`config.mk`:
```
export PLATFORM = sky130hd
export DESIGN_NAME = burst_compare_engine_flat
export DESIGN_NICKNAME = d
export VERILOG_FILES = /design/src/rtl/burst_compare_engine_if.sv /design/src/rtl/burst_compare_engine.sv /design/src/flat_wrapper.sv
export SDC_FILE = /design/constraint.sdc
export NUM_CORES = 1
export LEC_CHECK = 0
export BUFFER_PORTS_ARGS = -buffer_cell sky130_fd_sc_hd__buf_4
export CAP_MARGIN = 20
export CORE_MARGIN = 2
export CORE_UTILIZATION = 35
export DETAILED_ROUTE_END_ITERATION = 10
export MAX_ROUTING_LAYER = met4
export PLACE_DENSITY = 0.52
export SLEW_MARGIN = 20
export SYNTH_ARGS = -nofsm -noshare
export SYNTH_HDL_FRONTEND = slang
export SYNTH_SLANG_ARGS = --single-unit
```
`constraint.sdc`:
```
create_clock -name clk_i -period 5.65 [get_ports clk_i]
set_input_delay 0.565 -clock clk_i [delete_from_list [all_inputs] [get_ports clk_i]]
set_output_delay 0.565 -clock clk_i [all_outputs]
set_load 0.02 [all_outputs]
```
`src/rtl/burst_compare_engine_if.sv`:
```
// Packet, read-return and result signals of the burst compare engine.
interface burst_compare_engine_if #(
    parameter int unsigned AMM_DATA_W  = 128,
    parameter int unsigned AMM_ADDR_W  = 12,
    parameter int unsigned AMM_BURST_W = 11,
    parameter int unsigned ERR_CNT_W   = 16
);
    localparam int unsigned BYTE_PER_WORD = AMM_DATA_W / 8;
    localparam int unsigned BYTE_ADDR_W   = $clog2(BYTE_PER_WORD);
    localparam int unsigned ADDR_W        = AMM_ADDR_W - BYTE_ADDR_W;

    logic                   start_test_i;
    logic                   cont_on_err_i;
    logic                   readdatavalid_i;
    logic [AMM_DATA_W-1:0]  readdata_i;
    logic                   cmp_pkt_en_i;
    logic [ADDR_W-1:0]      cmp_word_addr_i;
    logic [AMM_BURST_W-1:0] cmp_burstcount_i;
    logic [BYTE_ADDR_W-1:0] cmp_start_off_i;
    logic [BYTE_ADDR_W-1:0] cmp_end_off_i;
    logic [7:0]             cmp_data_ptrn_i;
    logic                   cmp_data_rnd_i;
    logic                   cmp_pkt_ready_o;
    logic                   check_result_valid_o;
    logic                   check_result_o;
    logic [AMM_ADDR_W-1:0]  check_error_address_o;
    logic [ERR_CNT_W-1:0]   error_cnt_o;
    logic                   unexp_data_o;
    logic                   busy_o;

    modport master (
        output start_test_i, cont_on_err_i, readdatavalid_i, readdata_i,
               cmp_pkt_en_i, cmp_word_addr_i, cmp_burstcount_i, cmp_start_off_i,
               cmp_end_off_i, cmp_data_ptrn_i, cmp_data_rnd_i,
        input  cmp_pkt_ready_o, check_result_valid_o, check_result_o,
               check_error_address_o, error_cnt_o, unexp_data_o, busy_o
    );

    modport slave (
        input  start_test_i, cont_on_err_i, readdatavalid_i, readdata_i,
               cmp_pkt_en_i, cmp_word_addr_i, cmp_burstcount_i, cmp_start_off_i,
               cmp_end_off_i, cmp_data_ptrn_i, cmp_data_rnd_i,
        output cmp_pkt_ready_o, check_result_valid_o, check_result_o,
               check_error_address_o, error_cnt_o, unexp_data_o, busy_o
    );
endinterface

```
`src/rtl/burst_compare_engine.sv`:
```
// Compares Avalon-MM read bursts against queued fixed/LFSR byte patterns.
module burst_compare_engine #(
    parameter int unsigned AMM_DATA_W     = 128,
    parameter int unsigned AMM_ADDR_W     = 12,
    parameter int unsigned AMM_BURST_W    = 11,
    parameter int unsigned PKT_FIFO_DEPTH = 4,
    parameter int unsigned ERR_CNT_W      = 16
) (
    input  logic                   clk_i,
    input  logic                   rst_i,
    burst_compare_engine_if.slave  bus
);
    localparam int unsigned BYTE_PER_WORD = AMM_DATA_W / 8;
    localparam int unsigned BYTE_ADDR_W   = $clog2(BYTE_PER_WORD);
    localparam int unsigned ADDR_W        = AMM_ADDR_W - BYTE_ADDR_W;
    localparam int unsigned PTR_W         = $clog2(PKT_FIFO_DEPTH);
    localparam int unsigned PCNT_W        = PTR_W + 1;
    localparam int unsigned CNT_W         = AMM_BURST_W + 1;

    typedef struct packed {
        logic [ADDR_W-1:0]      word_addr;
        logic [AMM_BURST_W-1:0] burstcount;
        logic [BYTE_ADDR_W-1:0] start_off;
        logic [BYTE_ADDR_W-1:0] end_off;
        logic [7:0]             ptrn;
        logic                   rnd;
    } pkt_t;

    typedef enum logic [1:0] {IDLE, LOAD, CHECK, HALT} state_t;

    state_t                   state_q;
    pkt_t                     fifo_q [PKT_FIFO_DEPTH];
    logic [PCNT_W-1:0]        wr_ptr_q, rd_ptr_q, fifo_cnt_c;
    logic                     full_c, empty_c, ready_c, push_c;
    pkt_t                     pkt_in_c, head_c;

    logic [ADDR_W-1:0]        addr_q, cur_addr;
    logic [BYTE_ADDR_W-1:0]   start_q, end_q, cur_start, cur_end;
    logic [7:0]               ptrn_q, lfsr_q, cur_ptrn, cur_lfsr, lfsr_nxt_c, exp_c;
    logic                     rnd_q, cur_rnd;
    logic [CNT_W-1:0]         idx_q, left_q, cur_idx, cur_left, total_c;
    logic                     first_c, last_c, word_acc_c, halt_c;
    logic [BYTE_PER_WORD-1:0] fail_c;

    logic                     s1_vld_q, s1_last_q, s1_err_c;
    logic [BYTE_PER_WORD-1:0] s1_fail_q;
    logic [ADDR_W-1:0]        s1_addr_q;
    logic [BYTE_ADDR_W-1:0]   low_idx_c;

    logic                     valid_q, result_q, unexp_q, pkt_err_q;
    logic [AMM_ADDR_W-1:0]    err_addr_q;
    logic [ERR_CNT_W-1:0]     err_cnt_q;

    assign pkt_in_c.word_addr  = bus.cmp_word_addr_i;
    assign pkt_in_c.burstcount = bus.cmp_burstcount_i;
    assign pkt_in_c.start_off  = bus.cmp_start_off_i;
    assign pkt_in_c.end_off    = bus.cmp_end_off_i;
    assign pkt_in_c.ptrn       = bus.cmp_data_ptrn_i;
    assign pkt_in_c.rnd        = bus.cmp_data_rnd_i;

    assign head_c     = fifo_q[rd_ptr_q[PTR_W-1:0]];
    assign fifo_cnt_c = wr_ptr_q - rd_ptr_q;
    assign full_c     = (fifo_cnt_c == PCNT_W'(PKT_FIFO_DEPTH));
    assign empty_c    = (wr_ptr_q == rd_ptr_q);
    assign ready_c    = !full_c && (state_q != HALT);
    assign push_c     = bus.cmp_pkt_en_i && ready_c && !bus.start_test_i;
    assign total_c    = (head_c.burstcount == '0) ? {1'b1, {AMM_BURST_W{1'b0}}}
                                                  : {1'b0, head_c.burstcount};

    // A word arriving in LOAD is the new packet's first word, so its context comes from the FIFO head.
    always_comb begin
        cur_addr  = addr_q;
        cur_start = start_q;
        cur_end   = end_q;
        cur_ptrn  = ptrn_q;
        cur_rnd   = rnd_q;
        cur_lfsr  = lfsr_q;
        cur_idx   = idx_q;
        cur_left  = left_q;
        if (state_q == LOAD) begin
            cur_addr  = head_c.word_addr;
            cur_start = head_c.start_off;
            cur_end   = head_c.end_off;
            cur_ptrn  = head_c.ptrn;
            cur_rnd   = head_c.rnd;
            cur_lfsr  = head_c.ptrn;
            cur_idx   = '0;
            cur_left  = total_c;
        end
        exp_c      = cur_rnd ? cur_lfsr : cur_ptrn;
        lfsr_nxt_c = {cur_lfsr[6:0], cur_lfsr[6] ^ cur_lfsr[1] ^ cur_lfsr[0]};
        first_c    = (cur_idx == '0);
        last_c     = (cur_left == CNT_W'(1));
        word_acc_c = bus.readdatavalid_i && !bus.start_test_i
                     && ((state_q == LOAD) || (state_q == CHECK));
        fail_c     = '0;
        for (int unsigned i = 0; i < BYTE_PER_WORD; i++) begin
            if ((!first_c || (BYTE_ADDR_W'(i) >= cur_start))
                && (!last_c || (BYTE_ADDR_W'(i) <= cur_end))
                && (bus.readdata_i[8*i +: 8] != exp_c)) begin
                fail_c[i] = 1'b1;
            end
        end
        halt_c = word_acc_c && (|fail_c) && !bus.cont_on_err_i;
    end

    // Packet FIFO storage.
    always_ff @(posedge clk_i) begin
        if (push_c) begin
            fifo_q[wr_ptr_q[PTR_W-1:0]] <= pkt_in_c;
        end
    end

    // Control FSM, FIFO pointers and active packet context.
    always_ff @(posedge clk_i or posedge rst_i) begin
        if (rst_i) begin
            state_q  <= IDLE;
            wr_ptr_q <= '0;
            rd_ptr_q <= '0;
            addr_q   <= '0;
            start_q  <= '0;
            end_q    <= '0;
            ptrn_q   <= '0;
            rnd_q    <= 1'b0;
            lfsr_q   <= '0;
            idx_q    <= '0;
            left_q   <= '0;
        end else if (bus.start_test_i) begin
            state_q  <= IDLE;
            wr_ptr_q <= '0;
            rd_ptr_q <= '0;
        end else begin
            if (push_c) begin
                wr_ptr_q <= wr_ptr_q + PCNT_W'(1);
            end
            case (state_q)
                IDLE: begin
                    if (!empty_c) begin
                        state_q <= LOAD;
                    end
                end
                LOAD, CHECK: begin
                    if (state_q == LOAD) begin
                        rd_ptr_q <= rd_ptr_q + PCNT_W'(1);
                    end
                    addr_q  <= cur_addr;
                    start_q <= cur_start;
                    end_q   <= cur_end;
                    ptrn_q  <= cur_ptrn;
                    rnd_q   <= cur_rnd;
                    idx_q   <= word_acc_c ? cur_idx + CNT_W'(1) : cur_idx;
                    left_q  <= word_acc_c ? cur_left - CNT_W'(1) : cur_left;
                    lfsr_q  <= word_acc_c ? lfsr_nxt_c : cur_lfsr;
                    if (halt_c) begin
                        state_q <= HALT;
                    end else if (word_acc_c && last_c) begin
                        state_q <= IDLE;
                    end else begin
                        state_q <= CHECK;
                    end
                end
                HALT: begin
                    rd_ptr_q <= wr_ptr_q;
                end
                default: state_q <= IDLE;
            endcase
        end
    end

    // Compare stage: capture failing lanes and word address of each accepted word.
    always_ff @(posedge clk_i or posedge rst_i) begin
        if (rst_i) begin
            s1_vld_q  <= 1'b0;
            s1_last_q <= 1'b0;
            s1_fail_q <= '0;
            s1_addr_q <= '0;
        end else begin
            s1_vld_q <= word_acc_c;
            if (word_acc_c) begin
                s1_last_q <= last_c;
                s1_fail_q <= fail_c;
                s1_addr_q <= cur_addr + ADDR_W'(cur_idx);
            end
        end
    end

    // Lowest failing byte lane of the captured word.
    always_comb begin
        s1_err_c  = |s1_fail_q;
        low_idx_c = '0;
        for (int i = int'(BYTE_PER_WORD) - 1; i >= 0; i--) begin
            if (s1_fail_q[i]) begin
                low_idx_c = BYTE_ADDR_W'(i);
            end
        end
    end

    // Result stage: error/pass pulses, error address, saturating counter, unexpected-data flag.
    always_ff @(posedge clk_i or posedge rst_i) begin
        if (rst_i) begin
            valid_q    <= 1'b0;
            result_q   <= 1'b0;
            err_addr_q <= '0;
            err_cnt_q  <= '0;
            unexp_q    <= 1'b0;
            pkt_err_q  <= 1'b0;
        end else if (bus.start_test_i) begin
            valid_q    <= 1'b0;
            err_cnt_q  <= '0;
            unexp_q    <= 1'b0;
            pkt_err_q  <= 1'b0;
        end else begin
            valid_q <= 1'b0;
            if (bus.readdatavalid_i && (state_q == IDLE)) begin
                unexp_q <= 1'b1;
            end
            if (s1_vld_q) begin
                pkt_err_q <= s1_last_q ? 1'b0 : (pkt_err_q | s1_err_c);
                if (s1_err_c) begin
                    valid_q    <= 1'b1;
                    result_q   <= 1'b0;
                    err_addr_q <= {s1_addr_q, low_idx_c};
                    if (err_cnt_q != '1) begin
                        err_cnt_q <= err_cnt_q + ERR_CNT_W'(1);
                    end
                end else if (s1_last_q && !pkt_err_q) begin
                    valid_q    <= 1'b1;
                    result_q   <= 1'b1;
                    err_addr_q <= {s1_addr_q, BYTE_ADDR_W'(0)};
                end
            end
        end
    end

    assign bus.cmp_pkt_ready_o       = ready_c;
    assign bus.check_result_valid_o  = valid_q;
    assign bus.check_result_o        = result_q;
    assign bus.check_error_address_o = err_addr_q;
    assign bus.error_cnt_o           = err_cnt_q;
    assign bus.unexp_data_o          = unexp_q;
    assign bus.busy_o                = (state_q != IDLE) || !empty_c || s1_vld_q;

endmodule

```
`src/flat_wrapper.sv`:
```
// flat-port wrapper written by rule: the top's interface ports become plain ports
module burst_compare_engine_flat 
#(
    parameter int unsigned AMM_DATA_W     = 128,
    parameter int unsigned AMM_ADDR_W     = 12,
    parameter int unsigned AMM_BURST_W    = 11,
    parameter int unsigned PKT_FIFO_DEPTH = 4,
    parameter int unsigned ERR_CNT_W      = 16
)
  (clk_i, rst_i, bus_start_test_i, bus_cont_on_err_i, bus_readdatavalid_i, bus_readdata_i, bus_cmp_pkt_en_i, bus_cmp_word_addr_i, bus_cmp_burstcount_i, bus_cmp_start_off_i, bus_cmp_end_off_i, bus_cmp_data_ptrn_i, bus_cmp_data_rnd_i, bus_cmp_pkt_ready_o, bus_check_result_valid_o, bus_check_result_o, bus_check_error_address_o, bus_error_cnt_o, bus_unexp_data_o, bus_busy_o);
  burst_compare_engine_if #(.AMM_DATA_W(AMM_DATA_W), .AMM_ADDR_W(AMM_ADDR_W), .AMM_BURST_W(AMM_BURST_W), .ERR_CNT_W(ERR_CNT_W)) bus_i ();
  input  logic clk_i;
  input  logic rst_i;
  input wire logic [$bits(bus_i.start_test_i)-1:0] bus_start_test_i;
  input wire logic [$bits(bus_i.cont_on_err_i)-1:0] bus_cont_on_err_i;
  input wire logic [$bits(bus_i.readdatavalid_i)-1:0] bus_readdatavalid_i;
  input wire logic [$bits(bus_i.readdata_i)-1:0] bus_readdata_i;
  input wire logic [$bits(bus_i.cmp_pkt_en_i)-1:0] bus_cmp_pkt_en_i;
  input wire logic [$bits(bus_i.cmp_word_addr_i)-1:0] bus_cmp_word_addr_i;
  input wire logic [$bits(bus_i.cmp_burstcount_i)-1:0] bus_cmp_burstcount_i;
  input wire logic [$bits(bus_i.cmp_start_off_i)-1:0] bus_cmp_start_off_i;
  input wire logic [$bits(bus_i.cmp_end_off_i)-1:0] bus_cmp_end_off_i;
  input wire logic [$bits(bus_i.cmp_data_ptrn_i)-1:0] bus_cmp_data_ptrn_i;
  input wire logic [$bits(bus_i.cmp_data_rnd_i)-1:0] bus_cmp_data_rnd_i;
  output wire logic [$bits(bus_i.cmp_pkt_ready_o)-1:0] bus_cmp_pkt_ready_o;
  output wire logic [$bits(bus_i.check_result_valid_o)-1:0] bus_check_result_valid_o;
  output wire logic [$bits(bus_i.check_result_o)-1:0] bus_check_result_o;
  output wire logic [$bits(bus_i.check_error_address_o)-1:0] bus_check_error_address_o;
  output wire logic [$bits(bus_i.error_cnt_o)-1:0] bus_error_cnt_o;
  output wire logic [$bits(bus_i.unexp_data_o)-1:0] bus_unexp_data_o;
  output wire logic [$bits(bus_i.busy_o)-1:0] bus_busy_o;
  assign bus_i.start_test_i = bus_start_test_i;
  assign bus_i.cont_on_err_i = bus_cont_on_err_i;
  assign bus_i.readdatavalid_i = bus_readdatavalid_i;
  assign bus_i.readdata_i = bus_readdata_i;
  assign bus_i.cmp_pkt_en_i = bus_cmp_pkt_en_i;
  assign bus_i.cmp_word_addr_i = bus_cmp_word_addr_i;
  assign bus_i.cmp_burstcount_i = bus_cmp_burstcount_i;
  assign bus_i.cmp_start_off_i = bus_cmp_start_off_i;
  assign bus_i.cmp_end_off_i = bus_cmp_end_off_i;
  assign bus_i.cmp_data_ptrn_i = bus_cmp_data_ptrn_i;
  assign bus_i.cmp_data_rnd_i = bus_cmp_data_rnd_i;
  assign bus_cmp_pkt_ready_o = bus_i.cmp_pkt_ready_o;
  assign bus_check_result_valid_o = bus_i.check_result_valid_o;
  assign bus_check_result_o = bus_i.check_result_o;
  assign bus_check_error_address_o = bus_i.check_error_address_o;
  assign bus_error_cnt_o = bus_i.error_cnt_o;
  assign bus_unexp_data_o = bus_i.unexp_data_o;
  assign bus_busy_o = bus_i.busy_o;
  burst_compare_engine #(.AMM_DATA_W(AMM_DATA_W), .AMM_ADDR_W(AMM_ADDR_W), .AMM_BURST_W(AMM_BURST_W), .PKT_FIFO_DEPTH(PKT_FIFO_DEPTH), .ERR_CNT_W(ERR_CNT_W)) u_core (.clk_i(clk_i), .rst_i(rst_i), .bus(bus_i));
endmodule
```
Word level (Yosys, flattened, before mapping) --
Memories as Yosys holds them, arrays and structs flattened. Cells that the tools add are included. W data, S select, Z words.
Storage, ports and cells: bits in registers 123, RAM bits 144, input bits 170, output and inout port bits 33, word-level logic and storage cells 269, memories kept 1
Memory list:
- u_core.fifo_q | depth 4, width 36, rd ports 1, clocked after memory_dff 0, wr ports 1, line burst_compare_engine.sv:32 | pkt_t fifo_q [PKT_FIFO_DEPTH];
Cells by class: add/subtract/negate cells 7, $lt $le $gt $ge 32, equality and inequality tests 26, multiplexer cells 74, bitwise operators 4, reductions and logical operators 104
Operators by type and width (number):
- $ne A8 B8 Y1 | 16
- $mux W12 | 7
- $mux W4 | 18
- $mux W16 | 4
- $logic_and A1 B1 Y1 | 42
- $mux W8 | 5
- $logic_or A1 B1 Y1 | 35
- $ge A4 B4 Y1 const A | 8
- $le A4 B4 Y1 const A | 8
- $reduce_or A16 Y1 | 2
- $mux W1 | 30
- $add A16 B1 Y16 const B | 1
- $ge A3 B4 Y1 const A | 4
- $le A3 B4 Y1 const A | 4
- $ne A16 B16 Y1 const B | 1
- $reduce_bool A2 Y1 | 7
- $add A12 B1 Y12 const B | 1
- $eq A12 B1 Y1 const B | 1
- $logic_not A12 Y1 | 1
- $mux W3 | 4
- $sub A12 B1 Y12 const B | 1
- $logic_not A11 Y1 | 1
- $add A8 B8 Y8 | 1
- $ge A1 B4 Y1 const A | 2
- other kinds (24) | 43

Longest topological paths before layout --
Gate-level depths: netlist of run 1.
word-level depth 17, gate-level depth with buffers 19, gate-level depth less buffers 16

Least setup slack after synthesis of run 1 --
OpenSTA, ideal clock, no wires.
path kind register to register, from reg u_core.rd_ptr_q[1], to mem u_core.fifo_q[3][0] in the netlist's numbering (enable), library setup time 0.474 ns, data arrival time 4.887 ns, required time 5.176 ns, slack 0.290 ns, cell stages (with the launch flop) 11, buffers on the path 3, period minus slack after synthesis 5.360 ns, cell sequence dfrtp_1 clkbuf_1 buf_2 buf_1 inv_1 ha_1 nor2b_1 xnor2_1 a31oi_1 nand2_1 nor3_1
On the way: cells in the longest elaborated chain, start to end 8
RTL lines:
- start, declared | line burst_compare_engine.sv:33 | logic [PCNT_W-1:0] wr_ptr_q, rd_ptr_q, fifo_cnt_c;
- start signal, assigned | line burst_compare_engine.sv:144 | rd_ptr_q <= rd_ptr_q + PCNT_W'(1);
- start signal, assigned | line burst_compare_engine.sv:163 | rd_ptr_q <= wr_ptr_q;
- $sub A3 B3 Y3 | line burst_compare_engine.sv:62 | assign fifo_cnt_c = wr_ptr_q - rd_ptr_q;
- $eq A3 B3 Y1 | line burst_compare_engine.sv:63 | assign full_c = (fifo_cnt_c == PCNT_W'(PKT_FIFO_DEPTH));
- $logic_not A1 Y1 | line burst_compare_engine.sv:65 | assign ready_c = !full_c && (state_q != HALT);
- $logic_and A1 B1 Y1 | line burst_compare_engine.sv:65
- net bus_cmp_pkt_ready_o | line flat_wrapper.sv:25 | output wire logic [$bits(bus_i.cmp_pkt_ready_o)-1:0] bus_cmp_pkt_ready_o;
- $logic_and A1 B1 Y1 (2 in series) | line burst_compare_engine.sv:66 | assign push_c = bus.cmp_pkt_en_i && ready_c && !bus.start_test_i;
- $mux W1 | line burst_compare_engine.sv:109 | if (push_c) begin
- $mux W1 (implied by the code) | line burst_compare_engine.sv:110 | fifo_q[wr_ptr_q[PTR_W-1:0]] <= pkt_in_c;
- end, declared | line burst_compare_engine.sv:32
The timed path passes the listed nets, and every way through them passes these cells.

Worst setup path in the final report of run 1 --
from reg u_core.rd_ptr_q[0], to reg u_core.state_q[1]
On the way: cells in the longest elaborated chain, start to end 16, elaborated cells on any way between the ends 151, those cells by class order compare (32); eq/ne (19); mux (28); reduce/logical (71); memory (1)
RTL lines:
- $mem_v2 Z4 W36
- $logic_not A11 Y1 | line burst_compare_engine.sv:67 | assign total_c = (head_c.burstcount == '0) ? {1'b1, {AMM_BURST_W{1'b0}}}
- $mux W12 | line burst_compare_engine.sv:67
- $mux W12 | line burst_compare_engine.sv:80 | if (state_q == LOAD) begin
- $eq A12 B1 Y1 | line burst_compare_engine.sv:93 | last_c = (cur_left == CNT_W'(1));
- $logic_not A1 Y1 | line burst_compare_engine.sv:99 | && (!last_c || (BYTE_ADDR_W'(i) <= cur_end))
- $logic_or A1 B1 Y1 | line burst_compare_engine.sv:99
- $logic_and A1 B1 Y1 | line burst_compare_engine.sv:99
- $logic_and A1 B1 Y1 | line burst_compare_engine.sv:100 | && (bus.readdata_i[8*i +: 8] != exp_c)) begin
- $mux W1 | line burst_compare_engine.sv:98 | if ((!first_c || (BYTE_ADDR_W'(i) >= cur_start))
- $reduce_or A16 Y1 | line burst_compare_engine.sv:104 | halt_c = word_acc_c && (|fail_c) && !bus.cont_on_err_i;
- $logic_and A1 B1 Y1 (2 in series) | line burst_compare_engine.sv:104
- $mux W2 | line burst_compare_engine.sv:154 | if (halt_c) begin
- $pmux W2 S2 | line burst_compare_engine.sv:136 | case (state_q)
- $mux W2 | line burst_compare_engine.sv:128 | end else if (bus.start_test_i) begin
- end signal, assigned | line burst_compare_engine.sv:129 | state_q <= IDLE;
- end signal, assigned | line burst_compare_engine.sv:139 | state_q <= LOAD;
- end signal, assigned | line burst_compare_engine.sv:155 | state_q <= HALT;
- end, declared | line burst_compare_engine.sv:31 | state_t state_q;
Parallel ways exist; a longest one is shown, timed or not. A chain may end at the register's enable or synchronous reset.

==> results of run 1 <==
-- synthesized netlist by cell type, types with 8 or more instances --
cell type and instances:
nor4_1 39, dfrtp_1 123, mux2i_4 8, edfxtp_1 144, nand4_1 8, mux4_2 22, nand3_1 30, inv_1 30
xor2_1 11, ha_1 22, mux2_2 58, xnor2_1 153, mux4_1 13, nand2_1 95, a22oi_1 13, nor3_1 9
a21oi_1 46, nor2_1 73, mux2i_1 33, nor2b_1 11, clkbuf_1 30, or3_1 11, o21ai_0 70
-- through the flow --
stage	setup slack (ps)	hold slack, ps
floorplan	290	444
global placement	1430	465
detailed placement	1340	468
CTS	1330	102
global route	1010	142
finish	1320	101
-- worst max path at each step --
stage	start	endpoint	slack, ps	cells past startpoint
floorplan	u_core.rd_ptr_q[1]	u_core.fifo_q[3][0]	290	10
global placement	u_core.rd_ptr_q[0]	u_core.state_q[1]	1430	10
detailed placement	u_core.rd_ptr_q[0]	u_core.state_q[1]	1340	10
CTS	u_core.rd_ptr_q[0]	u_core.state_q[1]	1330	10
global route	u_core.rd_ptr_q[0]	u_core.state_q[1]	1010	10
finish	u_core.rd_ptr_q[0]	u_core.state_q[1]	1320	10
-- sequential cells by signal, indices dropped and copies added, names as in the netlist, 8 cells and up --
signal,count
u_core.addr_q,8
u_core.bus.check_error_address_o,12
u_core.bus.error_cnt_o,16
u_core.fifo_q,144
u_core.idx_q,12
u_core.left_q,12
u_core.lfsr_q,8
u_core.ptrn_q,8
u_core.s1_addr_q,8
u_core.s1_fail_q,16
-- worst max-delay path, cell delays in order (launching register included) --
cell	delay, ps
dfrtp_2	1000
mux4_1	710
mux2i_1	320
ha_1	210
o2111a_1	280
and4bb_2	420
nand2_1	240
o31ai_1	330
o21ai_0	180
nor4_1	320
o32ai_1	140
-- area by class of cell --
cell class,count,area [sq um]
Tap cell,525,657
Fill cell,3792,22700
Inverter,32,123
Timing Repair Buffer,216,1620
Antenna cell,2,5.00
Clock inverter,11,199
Multi-Input combinational cell,818,6410
Sequential cell,267,7400
Clock buffer,47,907
-- power by group through the flow --
stage	clock (mW)	sequential, mW	combinational, mW
4_1_cts	2.20	2.78	3.89
2_1_floorplan	0	2.71	3.04
3_3_place_gp	0	2.81	3.84
6_report	2.15	2.77	3.86
5_1_grt	2.28	2.83	4.24
3_5_place_dp	0	2.81	3.86
-- cells by family (layout without fill, tap and decap cells) --
family / after synthesis / count (layout) / synth area share (%)
AO/OA/AOI/OAI: 189 / 189 / 8.09
XOR/XNOR: 164 / 164 / 10.1
adder cells (fa/ha/maj): 23 / 23 / 2.07
buffers and inverters: 86 / 306 / 3.22
flip-flops: 267 / 267 / 51.9
multiplexers: 134 / 134 / 14.0
other: 0 / 2 / 0
AND/OR/NAND/NOR: 308 / 308 / 10.6
-- routing by layer --
layer | GRT usage [%] | part of all wire [%] | routed length [um] | up-vias
met5 | - | 0 | 0 | -
met4 | 4.57 | 2.3 | 870 | 0
met3 | 2.93 | 4.8 | 1830 | 66
met2 | 30.5 | 48 | 18200 | 231
met1 | 24.3 | 45 | 17500 | 4897
li1 | - | - | - | 4685
==> summary.txt, run 1 <==
syn nets: 1364
Max clock buf depth: 3
CP Launch Type: flip-flop
static leakage: 6.59 nW
commonest cells after routing, fill and taps aside: 216 x buf_4, 153 x xnor2_1, 144 x edfxtp_1, 121 x dfrtp_1, 94 x nand2_1
drt wl/cell: 20.0 um
ys async rst share: 46.1%
final std cells w/o fill: 1918
Worst-path clk slew: 60 ps
part of the power in combinational logic: 44.0%
length in cells of the worst reg-to-reg path: 10
Seq/Total Area, Yosys: 51.9%
switching pwr: 3.28 mW
PD cells: 507 mW/mm^2
Final ANT Viol Nets: 0
Post-synth EDFFs: 144
CTS tree: done
RR Startpoint: u_core.rd_ptr_q[0]
FMAX: 0.231 GHz
Int Power: 5.50 mW
CP Class: flip-flop to flip-flop
Tcrit/Tclk final: 76.6%
WP data required: 6090 ps
die area: 0.0424 sq mm
via count: 9879
Initial Util: 35.6%
# H-tree levels: 1
CP endpoint kind: flip-flop
# IOs: 203
CTS Hold Bufs: 0
Die Ht: 206 um
placement row count: 73
fraction of layout cells with a size suffix above 1: 26.8%
Most used DFF post-synth: edfxtp_1
largest cells by area after synthesis: edfxtp_1 30%, dfrtp_1 22%, xnor2_1 9.4%
Total GRT Usage: 18.6%
most common cell after layout, fill and taps aside: buf_4
Clock Latency Late Sink: 580 ps
area fraction of the dominant cell type after synthesis: 30.3%
outcome: complete, no violations
DR DRC count: 0
max-cap viol count: 0
final slew viol count: 0
final instance area: 0.0173 sq mm
DP HPWL: 27.5 mm
post-CTS setup buffers: 0
Seq cells post-synth: 267
Area after DPL: 0.0162 sq mm
Iter 0 DRT Violations: 664
Yosys top cell by area: edfxtp_1
DRT Wirelength: 38.4 mm
CTS Buf Count: 31
core area: 0.0400 sq mm
worst reg2reg setup slack: 1320 ps
Post-CTS Resized: 0
die width: 206 um
Sink Count: 267
number of global-route vias before repair: 10.2k
Crit Path Max Fanout: 30
part of the power in registers: 31.6%
IO Port Bufs: 202
Hold Path Class: primary input to async pin
Root Driver: clkbuf_16
Area Growth Syn to Fin: 21.5%
skew final: 15.3 ps
Netlist cell types: 66
global route total overflow: 0
Worst-Margin Slew: 999 ps
Inst Count DP: 1858
vias per inst: 5.15
Final Hold Viols: 0
mapped cell area: 0.0143 sq mm
Post-Syn Instances: 1171
final core utilization: 43.3%
setup_tns: 0 ps
Overall Power: 8.78 mW
first-pass GRT wire length: 59.1 mm
clock share of power: 24.4%
worst vdd ir: 0.266 mV
sw frac: 37.3%
r2r endpoint: u_core.state_q[1]
unrepaired setup endpoints after global routing: no
Avg Cell Area, Syn: 12.2 sq um
fin crit period: 4330 ps
Rel. slew slack: 33.4%
first drt pass iteration count: 5
Arr. time, crit path: 4770 ps
largest net degree at the start of global routing: 52
initial antenna violation count: 0
# setup viols final: 0
fin nets: 1559
synth warn: 0
Placer Congestion: 0.869
(Power assumes the default switching activity.)
==> inputs of run 2 (changes only) <==
clock period = 4.12 ns   (was 5.65 ns; I/O delays follow)
==> summary.txt, run 2 (synthesis results as in run 1) <==
outcome: complete, no violations
Initial Util: 35.6%
global route total overflow: 0
via count: 9826
final core utilization: 43.8%
skew final: 10.5 ps
vias per inst: 5.06
Iter 0 DRT Violations: 509
max-cap viol count: 0
cell family with most CP delay: simple AND/OR/NAND/NOR gates
Total GRT Usage: 18.6%
Bufs and invs on worst path: 1
drt wl/cell: 19.6 um
Placer Congestion: 0.854
Arr. time, crit path: 4210 ps
post-CTS setup buffers: 0
FMAX: 0.264 GHz
Largest register FFs: 144
final slew viol count: 0
Max clock buf depth: 3
setup_tns: 0 ps
Ant. Diodes: 0
Area Growth Syn to Fin: 23.0%
# IOs: 203
Hold Path Class: primary input to flip-flop
Rel. slew slack: 47.8%
Sink Count: 267
die width: 206 um
DP HPWL: 27.8 mm
Final ANT Viol Nets: 0
fraction of layout cells with a size suffix above 1: 27.8%
Tcrit/Tclk final: 91.9%
unrepaired setup endpoints after global routing: no
worst reg2reg setup slack: 330 ps
fin nets: 1585
CTS tree: done
CP Launch Type: flip-flop
number of global-route vias before repair: 10.3k
CP endpoint kind: flip-flop
first-pass GRT wire length: 59.0 mm
Root Driver: clkbuf_16
first drt pass iteration count: 4
worst path cell trace: mux4_1 -> mux2i_1 -> ha_1 -> o2111a_1 -> and4bb_2 -> nand2_1 -> o31ai_1 -> buf_4 -> o21ai_0 -> nor4_1 -> o32ai_1
core area: 0.0400 sq mm
fin crit period: 3790 ps
Clock Latency Late Sink: 560 ps
initial antenna violation count: 0
IO Port Bufs: 202
CTS Buf Count: 30
commonest cells after routing, fill and taps aside: 237 x buf_4, 153 x xnor2_1, 144 x edfxtp_1, 121 x dfrtp_1, 95 x nand2_1
Critical Path Max Stage Delay: 650 ps
DRT Wirelength: 38.0 mm
WP data required: 4550 ps
PD cells: 691 mW/mm^2
# H-tree levels: 1
Crit Path Max Fanout: 11
most common cell after layout, fill and taps aside: buf_4
Worst-Margin Slew: 784 ps
Die Ht: 206 um
Worst path slowest cell: mux4_1
largest net degree at the start of global routing: 84
CP Class: flip-flop to flip-flop
Final Hold Viols: 0
# setup viols final: 0
placement row count: 73
DR DRC count: 0
Worst-path clk slew: 60 ps
static leakage: 6.71 nW
die area: 0.0424 sq mm
worst vdd ir: 0.383 mV
run 2: cell types whose count changed in the layout (fill, tap and decap cells not counted), sizes merged, moves of 2 or more:
cell and delta:
diode -2, clkbuf -13, clkinv +10, buf +26
run 2: final timing paths:
path | startpoint | to | depth (start not counted)
worst max register to register | u_core.rd_ptr_q[0] | u_core.state_q[1] | 11
worst min-delay path | bus_cmp_burstcount_i[0] | u_core.fifo_q[0][17] | 1
worst max-delay path | u_core.rd_ptr_q[0] | u_core.state_q[1] | 11
max in group asynchronous | rst_i | u_core.rd_ptr_q[0] | 4
worst min register to register | u_core.s1_addr_q[5] | u_core.s1_addr_q[5] | 2
min in group asynchronous | rst_i | u_core.bus.error_cnt_o[2] | 3
run 2: power breakdown:
part	switching, mW	leakage (nW)	total, mW	internal [mW]
sequential	0.388	2.88	3.74	3.36
combinational	3.05	3.33	5.60	2.55
clock	1.07	0.500	2.78	1.70
run 2: through the flow:
| step | std cells | setup slack [ps] | instance area (sq um) | hold WS (ps) | total power, mW |
|---|---|---|---|---|---|
| 6_report | 1941 | 335 | 17500 | 46.3 | 12.1 |
| 5_1_grt | 1941 | 51.2 | 17500 | 23.2 | 13.0 |
| 4_1_cts | 1941 | 227 | 17500 | 19.0 | 12.2 |
| 3_5_place_dp | 1884 | 265 | 16500 | 468 | 9.40 |
| 3_3_place_gp | 1884 | 387 | 16500 | 463 | 9.36 |
| 2_1_floorplan | 1171 | 0.942 | 14300 | 444 | 7.89 |
run 2: worst register-to-register path, stage by stage (launching register included):
cell and delay, ps:
dfrtp_2 560, mux4_1 660, mux2i_1 330, ha_1 210
o2111a_1 260, and4bb_2 410, nand2_1 210, o31ai_1 230
buf_4 140, o21ai_0 110, nor4_1 380, o32ai_1 160
run 2: final cells by class:
cell class | instances | area, sq um
Inverter | 32 | 123
Multi-Input combinational cell | 818 | 6420
Fill cell | 3797 | 22500
Tap cell | 525 | 657
Timing Repair Buffer | 243 | 1890
Sequential cell | 267 | 7400
Clock buffer | 34 | 766
Clock inverter | 22 | 267
run 2: timing repair:
action / 4_1_cts / 5_1_grt
gates resized for setup: 0 / 1
endpoints found under the hold margin: 40 / 0
setup endpoints to repair: 0 / 1
hold buffers: 1 / 0
run 2: routing by layer:
metal	GRT usage, %	wire (um)	vias to the layer above	share of wire (%)
met1	24.4	17600	4840	46
met2	30.6	18000	193	47
met4	4.16	752	0	2.0
li1	-	-	4749	-
met3	2.83	1710	44	4.5
met5	-	0	-	0
